### config.mk
export PLATFORM = sky130hd
export DESIGN_NAME = alarm_controller
export DESIGN_NICKNAME = d
export VERILOG_FILES = /design/src/rtl/alarm_controller_pkg.sv /design/src/rtl/alarm_controller_time_reg.sv /design/src/rtl/alarm_controller.sv
export SDC_FILE = /design/constraint.sdc
export NUM_CORES = 1
export LEC_CHECK = 0
export ABC_AREA = 1
export CORE_UTILIZATION = 38
export DETAILED_ROUTE_END_ITERATION = 7
export GPL_ROUTABILITY_DRIVEN = 0
export PLACE_DENSITY = 0.67
export RECOVER_POWER = 50
export SYNTH_ARGS = -nofsm -noshare
export SYNTH_HDL_FRONTEND = slang
export SYNTH_HIERARCHICAL = 1
export SYNTH_SLANG_ARGS = --single-unit
### constraint.sdc
create_clock -name clk -period 1.55 [get_ports clk]
set_input_delay 0.2325 -clock clk [delete_from_list [all_inputs] [get_ports clk]]
set_output_delay 0.2325 -clock clk [all_outputs]
set_load 0.02 [all_outputs]
### src/rtl/alarm_controller_pkg.sv
// Shared types and constants for the alarm controller slice.
package alarm_controller_pkg;

  typedef enum logic [1:0] {
    ST_IDLE    = 2'd0,
    ST_ARMED   = 2'd1,
    ST_RINGING = 2'd2,
    ST_SNOOZE  = 2'd3
  } state_e;

  localparam logic [7:0] HOUR_MIN = 8'h01;
  localparam logic [7:0] HOUR_MAX = 8'h12;
  localparam logic [7:0] MIN_MAX  = 8'h59;

  localparam logic [7:0] RST_ALARM_HH = 8'h12;
  localparam logic [7:0] RST_ALARM_MM = 8'h00;
  localparam logic       RST_ALARM_PM = 1'b0;

  // Both nibbles must be decimal digits; once they are, a plain binary
  // compare orders packed BCD correctly, so the upper bound is a single compare.
  function automatic logic bcd_valid(input logic [7:0] value, input logic [7:0] max);
    return (value[3:0] <= 4'd9) && (value[7:4] <= 4'd9) && (value <= max);
  endfunction

endpackage

### src/rtl/alarm_controller_time_reg.sv
// Alarm time storage: validates set requests, loads valid ones, pulses set_err on invalid ones.
module alarm_time_reg
  import alarm_controller_pkg::*;
(
  input  logic       clk,
  input  logic       reset_n,
  input  logic       set_valid,
  input  logic [7:0] set_hh,
  input  logic [7:0] set_mm,
  input  logic       set_pm,
  output logic       set_load,
  output logic [7:0] alarm_hh,
  output logic [7:0] alarm_mm,
  output logic       alarm_pm,
  output logic       set_err
);

  logic       time_ok;
  logic [7:0] alarm_hh_d, alarm_hh_q;
  logic [7:0] alarm_mm_d, alarm_mm_q;
  logic       alarm_pm_d, alarm_pm_q;
  logic       set_err_d,  set_err_q;

  // Validate the requested time and compute next register contents.
  always_comb begin
    time_ok    = bcd_valid(set_hh, HOUR_MAX) && (set_hh >= HOUR_MIN) &&
                 bcd_valid(set_mm, MIN_MAX);
    set_load   = set_valid && time_ok;
    set_err_d  = set_valid && !time_ok;
    alarm_hh_d = alarm_hh_q;
    alarm_mm_d = alarm_mm_q;
    alarm_pm_d = alarm_pm_q;
    if (set_load) begin
      alarm_hh_d = set_hh;
      alarm_mm_d = set_mm;
      alarm_pm_d = set_pm;
    end
  end

  // Alarm registers and error pulse.
  always_ff @(posedge clk or negedge reset_n) begin
    if (!reset_n) begin
      alarm_hh_q <= RST_ALARM_HH;
      alarm_mm_q <= RST_ALARM_MM;
      alarm_pm_q <= RST_ALARM_PM;
      set_err_q  <= 1'b0;
    end else begin
      alarm_hh_q <= alarm_hh_d;
      alarm_mm_q <= alarm_mm_d;
      alarm_pm_q <= alarm_pm_d;
      set_err_q  <= set_err_d;
    end
  end

  assign alarm_hh = alarm_hh_q;
  assign alarm_mm = alarm_mm_q;
  assign alarm_pm = alarm_pm_q;
  assign set_err  = set_err_q;

endmodule

### src/rtl/alarm_controller.sv
// Alarm controller: match detection against the running time plus ring/snooze/dismiss FSM.
module alarm_controller
  import alarm_controller_pkg::*;
#(
  parameter int unsigned RING_SECS  = 60,
  parameter int unsigned SNOOZE_MIN = 9,
  parameter int unsigned MAX_SNOOZE = 3
) (
  input  logic       clk,
  input  logic       reset_n,
  input  logic       ena,
  input  logic [7:0] hh,
  input  logic [7:0] mm,
  input  logic [7:0] ss,
  input  logic       pm,
  input  logic       alarm_en,
  input  logic       set_valid,
  input  logic [7:0] set_hh,
  input  logic [7:0] set_mm,
  input  logic       set_pm,
  input  logic       snooze,
  input  logic       dismiss,
  output logic [7:0] alarm_hh,
  output logic [7:0] alarm_mm,
  output logic       alarm_pm,
  output logic       ringing,
  output logic       snoozing,
  output logic [2:0] snoozes_left,
  output logic       set_err
);

  localparam int unsigned SNZ_TICKS = SNOOZE_MIN * 60;
  localparam int unsigned RING_W    = (RING_SECS > 1) ? $clog2(RING_SECS) : 1;
  localparam int unsigned SNZ_W     = (SNZ_TICKS > 1) ? $clog2(SNZ_TICKS) : 1;
  localparam logic [RING_W-1:0] RING_LAST = RING_W'(RING_SECS - 1);
  localparam logic [SNZ_W-1:0]  SNZ_LAST  = SNZ_W'(SNZ_TICKS - 1);
  localparam logic [2:0]        SNZ_MAX   = 3'(MAX_SNOOZE);

  state_e            state_d, state_q;
  logic [RING_W-1:0] ring_cnt_d, ring_cnt_q;
  logic [SNZ_W-1:0]  snz_cnt_d, snz_cnt_q;
  logic [2:0]        snoozes_left_d, snoozes_left_q;
  logic              match_d, match_q;
  logic              ringing_d, ringing_q;
  logic              snoozing_d, snoozing_q;
  logic              trigger;
  logic              set_load;

  alarm_time_reg u_time_reg (
    .clk       (clk),
    .reset_n   (reset_n),
    .set_valid (set_valid),
    .set_hh    (set_hh),
    .set_mm    (set_mm),
    .set_pm    (set_pm),
    .set_load  (set_load),
    .alarm_hh  (alarm_hh),
    .alarm_mm  (alarm_mm),
    .alarm_pm  (alarm_pm),
    .set_err   (set_err)
  );

  // Match against the stored alarm; only the rising edge of a match triggers.
  always_comb begin
    match_d = (hh == alarm_hh) && (mm == alarm_mm) && (pm == alarm_pm) && (ss == 8'h00);
    trigger = match_d && !match_q;
  end

  // State, counters and registered outputs.
  always_ff @(posedge clk or negedge reset_n) begin
    if (!reset_n) begin
      state_q        <= ST_IDLE;
      ring_cnt_q     <= '0;
      snz_cnt_q      <= '0;
      snoozes_left_q <= SNZ_MAX;
      match_q        <= 1'b0;
      ringing_q      <= 1'b0;
      snoozing_q     <= 1'b0;
    end else begin
      state_q        <= state_d;
      ring_cnt_q     <= ring_cnt_d;
      snz_cnt_q      <= snz_cnt_d;
      snoozes_left_q <= snoozes_left_d;
      match_q        <= match_d;
      ringing_q      <= ringing_d;
      snoozing_q     <= snoozing_d;
    end
  end

  // Next-state and counter logic; disable beats a set load, which beats in-state events.
  always_comb begin
    state_d        = state_q;
    ring_cnt_d     = ring_cnt_q;
    snz_cnt_d      = snz_cnt_q;
    snoozes_left_d = snoozes_left_q;
    if (!alarm_en) begin
      state_d = ST_IDLE;
    end else if (set_load && (state_q == ST_RINGING || state_q == ST_SNOOZE)) begin
      // Also covers a simultaneous dismiss: both lead to ARMED with snoozes restored.
      state_d        = ST_ARMED;
      snoozes_left_d = SNZ_MAX;
    end else begin
      unique case (state_q)
        ST_IDLE: state_d = ST_ARMED;
        ST_ARMED: begin
          if (trigger) begin
            state_d        = ST_RINGING;
            ring_cnt_d     = '0;
            snoozes_left_d = SNZ_MAX;
          end
        end
        ST_RINGING: begin
          if (dismiss) begin
            state_d        = ST_ARMED;
            snoozes_left_d = SNZ_MAX;
          end else if (snooze && snoozes_left_q != 3'd0) begin
            state_d        = ST_SNOOZE;
            snoozes_left_d = snoozes_left_q - 3'd1;
            snz_cnt_d      = '0;
          end else if (ena) begin
            if (ring_cnt_q == RING_LAST) begin
              state_d        = ST_ARMED;
              snoozes_left_d = SNZ_MAX;
            end else begin
              ring_cnt_d = ring_cnt_q + RING_W'(1);
            end
          end
        end
        ST_SNOOZE: begin
          if (dismiss) begin
            state_d        = ST_ARMED;
            snoozes_left_d = SNZ_MAX;
          end else if (ena) begin
            if (snz_cnt_q == SNZ_LAST) begin
              state_d    = ST_RINGING;
              ring_cnt_d = '0;
            end else begin
              snz_cnt_d = snz_cnt_q + SNZ_W'(1);
            end
          end
        end
        default: state_d = ST_IDLE;
      endcase
    end
  end

  // Indications are decoded from next-state so they land with the state change.
  always_comb begin
    ringing_d  = (state_d == ST_RINGING);
    snoozing_d = (state_d == ST_SNOOZE);
  end

  assign ringing      = ringing_q;
  assign snoozing     = snoozing_q;
  assign snoozes_left = snoozes_left_q;

endmodule
==> metrics <==
maximum clock insertion buffer count=2; number of cell rows=30; final instance area=between 4000 and 5000 sq um; cell taking the most area after synthesis=dfrtp_1; setup TNS=-3.975 ns; Core Area=slightly below 7000 sq um; Layout Skew=roughly 0.012 ns; leakage power=2.294 nW; min cycle time layout=around 1.8 ns; vias post-DR=3011; Die ar.=between 7000 and 8000 sq um; DRT antenna net count=0; syn_area_per_cell=~7.0 sq um; Die Height=between 80 and 90 um; vias in the first global route=~3000; first-pass GRT wire length=13160 um; Max Cap Viol=0; Seq/Total Area, Yosys=0.3788; Post-Syn Nets=approximately 450; Clk Latency, worst-skew pair=roughly 0.3 ns; Mapped Cells=slightly below 400; final net count=600; status=finished, violations left; ANT cells=0; Yosys warning count=6; DP HPWL=roughly 5700 um; Register Area=between 1000 and 1500 sq um; Initial DRC Count=91; failing checks=negative setup slack; Setup crit end kind=flip-flop; Placed Cells incl. Taps=a little over 600; Worst Setup Start Kind=flip-flop; placed inst area=about 4100 sq um; ranking of synthesized cells by area=dfrtp_1 (34%), nand2_1 (18%), inv_1 (7.3%); CTS tree=done; area taken by multi-input logic gates=1640 sq um; GRT Total Usage=0.2179; CTS sink count=42; drt pass-1 iters=4; Worst Setup Path Type=flip-flop to flip-flop; port bufs=between 70 and 80; Layout area overhead=58.03%; Worst-path clk slew=0.08 ns; crit share post-route=1.158; most common cell in the synthesized netlist=nand2_1; layout filler cell count=~600; Yosys top cell area share=0.3411; DR WL/cell=12.18 um; Core Util, Final=0.6344; RSZ-0062 raised after global routing=yes; fin worst setup slack=-0.2446 ns; root buffer cell=clkbuf_8; pwr dens=~630 nW/um^2; Setup-failing EPs final=23; Synth Flop Type=dfrtp_1; Routed WL=~8000 um; CTS buffer count=5; Worst Path Required=between 1.5 and 2 ns; htree depth=2; Commonest cells post-synth=nand2_1 (130), inv_1 (54), nor2_1 (48); Final Hold Fails=0; Mapped Area=2788 sq um; final number of max-transition violations=0; DR vias/cell=between 4 and 5; pre-CTS WS=-0.7169 ns; share of cells above drive strength 1=0.2755; Starting Density=0.4014; WP data arrival=~2.0 ns; final global-route overflow total=0; Slew @ Worst Pin=between 1 and 1.5 ns; Slew HR=0.2807; initial antenna violation count=0; largest net degree at the start of global routing=43; Finished Layout Cells=~640; Worst Hold Class=primary input to flip-flop; Peak VDD IR=between 0.4 and 0.5 mV; flops & latches, synth=between 40 and 50; IO Pins=a little over 70; DRC=0; Fmax=between 500 and 600 MHz; Post-synth EDFFs=0; CP max FO=6; asr flop ratio synth=1.000; DIE WIDTH=87.65 um; post-synthesis cell type count=35
cell families (layout without fill, tap and decap cells):
logic type      count (synthesis)  after routing  synth area share
flops                          42             42            0.3788
buf+inv                        65            214           0.09336
fa+ha+maj                       4              4           0.01795
simple gates                  246            247            0.4017
xor+xnor                       17             17           0.05341
compound gates                 24             24           0.05476
metrics by stage:
stage | hold slack (ns) | total power [mW]
after floorplan | -0.06309 | 1.549
after global placement | 0.2257 | 2.001
after detailed placement | 0.2341 | 2.016
after CTS | 0.3300 | 2.766
after global routing | 0.3554 | 2.932
final | 0.3370 | 2.783
flip-flops by register name (all words and copies together), names as in the netlist:
register and flops:
snoozing 1, ring_cnt_q 6, state_q 2, u_time_reg/alarm_mm 8, u_time_reg/set_err 1, snoozes_left 3
match_q 1, u_time_reg/alarm_hh 8, snz_cnt_q 10, ringing 1, u_time_reg/alarm_pm 1
report_power, final:
part           total, mW  switching [mW]  leakage (nW)  internal, mW
clock              0.751           0.386        0.0455         0.364
combinational      0.827           0.406          1.71         0.422
sequential          1.21          0.0461         0.538          1.16
path summary, 6_finish.rpt:
kind                                                      endpoint  slack (ns)  cells after the start                          startpoint
worst max register to register            snz_cnt_q[6]$_DFFE_PN0P_       -0.24                     10         snoozes_left[0]$_DFFE_PN1P_
max in group asynchronous       u_time_reg/alarm_hh[5]$_DFFE_PN0P_        0.13                      3                             reset_n
min in group asynchronous          u_time_reg/alarm_pm$_DFFE_PN0P_        0.75                      3                             reset_n
worst max-delay path                      snz_cnt_q[6]$_DFFE_PN0P_       -0.24                     10         snoozes_left[0]$_DFFE_PN1P_
worst min-delay path            u_time_reg/alarm_mm[3]$_DFFE_PN0P_        0.34                      3                           set_mm[3]
worst min register to register  u_time_reg/alarm_hh[5]$_DFFE_PN0P_        0.51                      2  u_time_reg/alarm_hh[5]$_DFFE_PN0P_
layout by cell type, fill, tap and decap left out, types with 7 or more instances in the layout:
cell type and n:
nand2_1 119, buf_4 70, inv_1 47, nor2_1 40
dfrtp_1 38, clkdlybuf4s50_1 36, nand4_1 27, dlygate4sd2_1 26
nand2_2 17, nand3_1 12, inv_2 10, xor2_1 9
o21ai_1 9, xnor2_1 8, nand3_2 7
layout make-up:
| type | count | share of cell area |
|---|---|---|
| clock buffers | 8 | 0.02045 |
| flip-flops and latches | 42 | 0.2397 |
| repair buffers | 146 | 0.2866 |
| well taps | 96 | 0.02726 |
| inverters | 59 | 0.05197 |
| repair inverters | 1 | 0.001704 |
| multi-input cells | 292 | 0.3723 |
worst max-delay path: stages, from the launching register on:
cell and delay, ns:
dfstp_2 0.54, inv_2 0.05, ha_4 0.15, nand2_2 0.06, nand2_2 0.06, nand2_2 0.07
nand4_1 0.13, nor3_4 0.25, nand2_4 0.15, clkinvlp_4 0.14, o21ai_1 0.08
routing by layer:
metal	routed length, um	up-vias	part of all wire	global-route usage
met1	3567	1386	0.45	0.2666
met2	3926	58	0.50	0.3935
met3	218	13	0.028	0.03110
met4	132	0	0.017	0.07154
met5	0	-	0	0
li1	-	1554	-	-
what timing repair did:
item                                    in CTS  in global routing
gates resized for setup                     51                 29
setup buffers                                4                  6
endpoints found under the setup margin      41                 26
hold endpoints to repair                    38                  0
pin swaps                                   18                 12
gates cloned                                 2                  0
hold buffers                                 1                  0
Power figures use the tool's default switching activity.
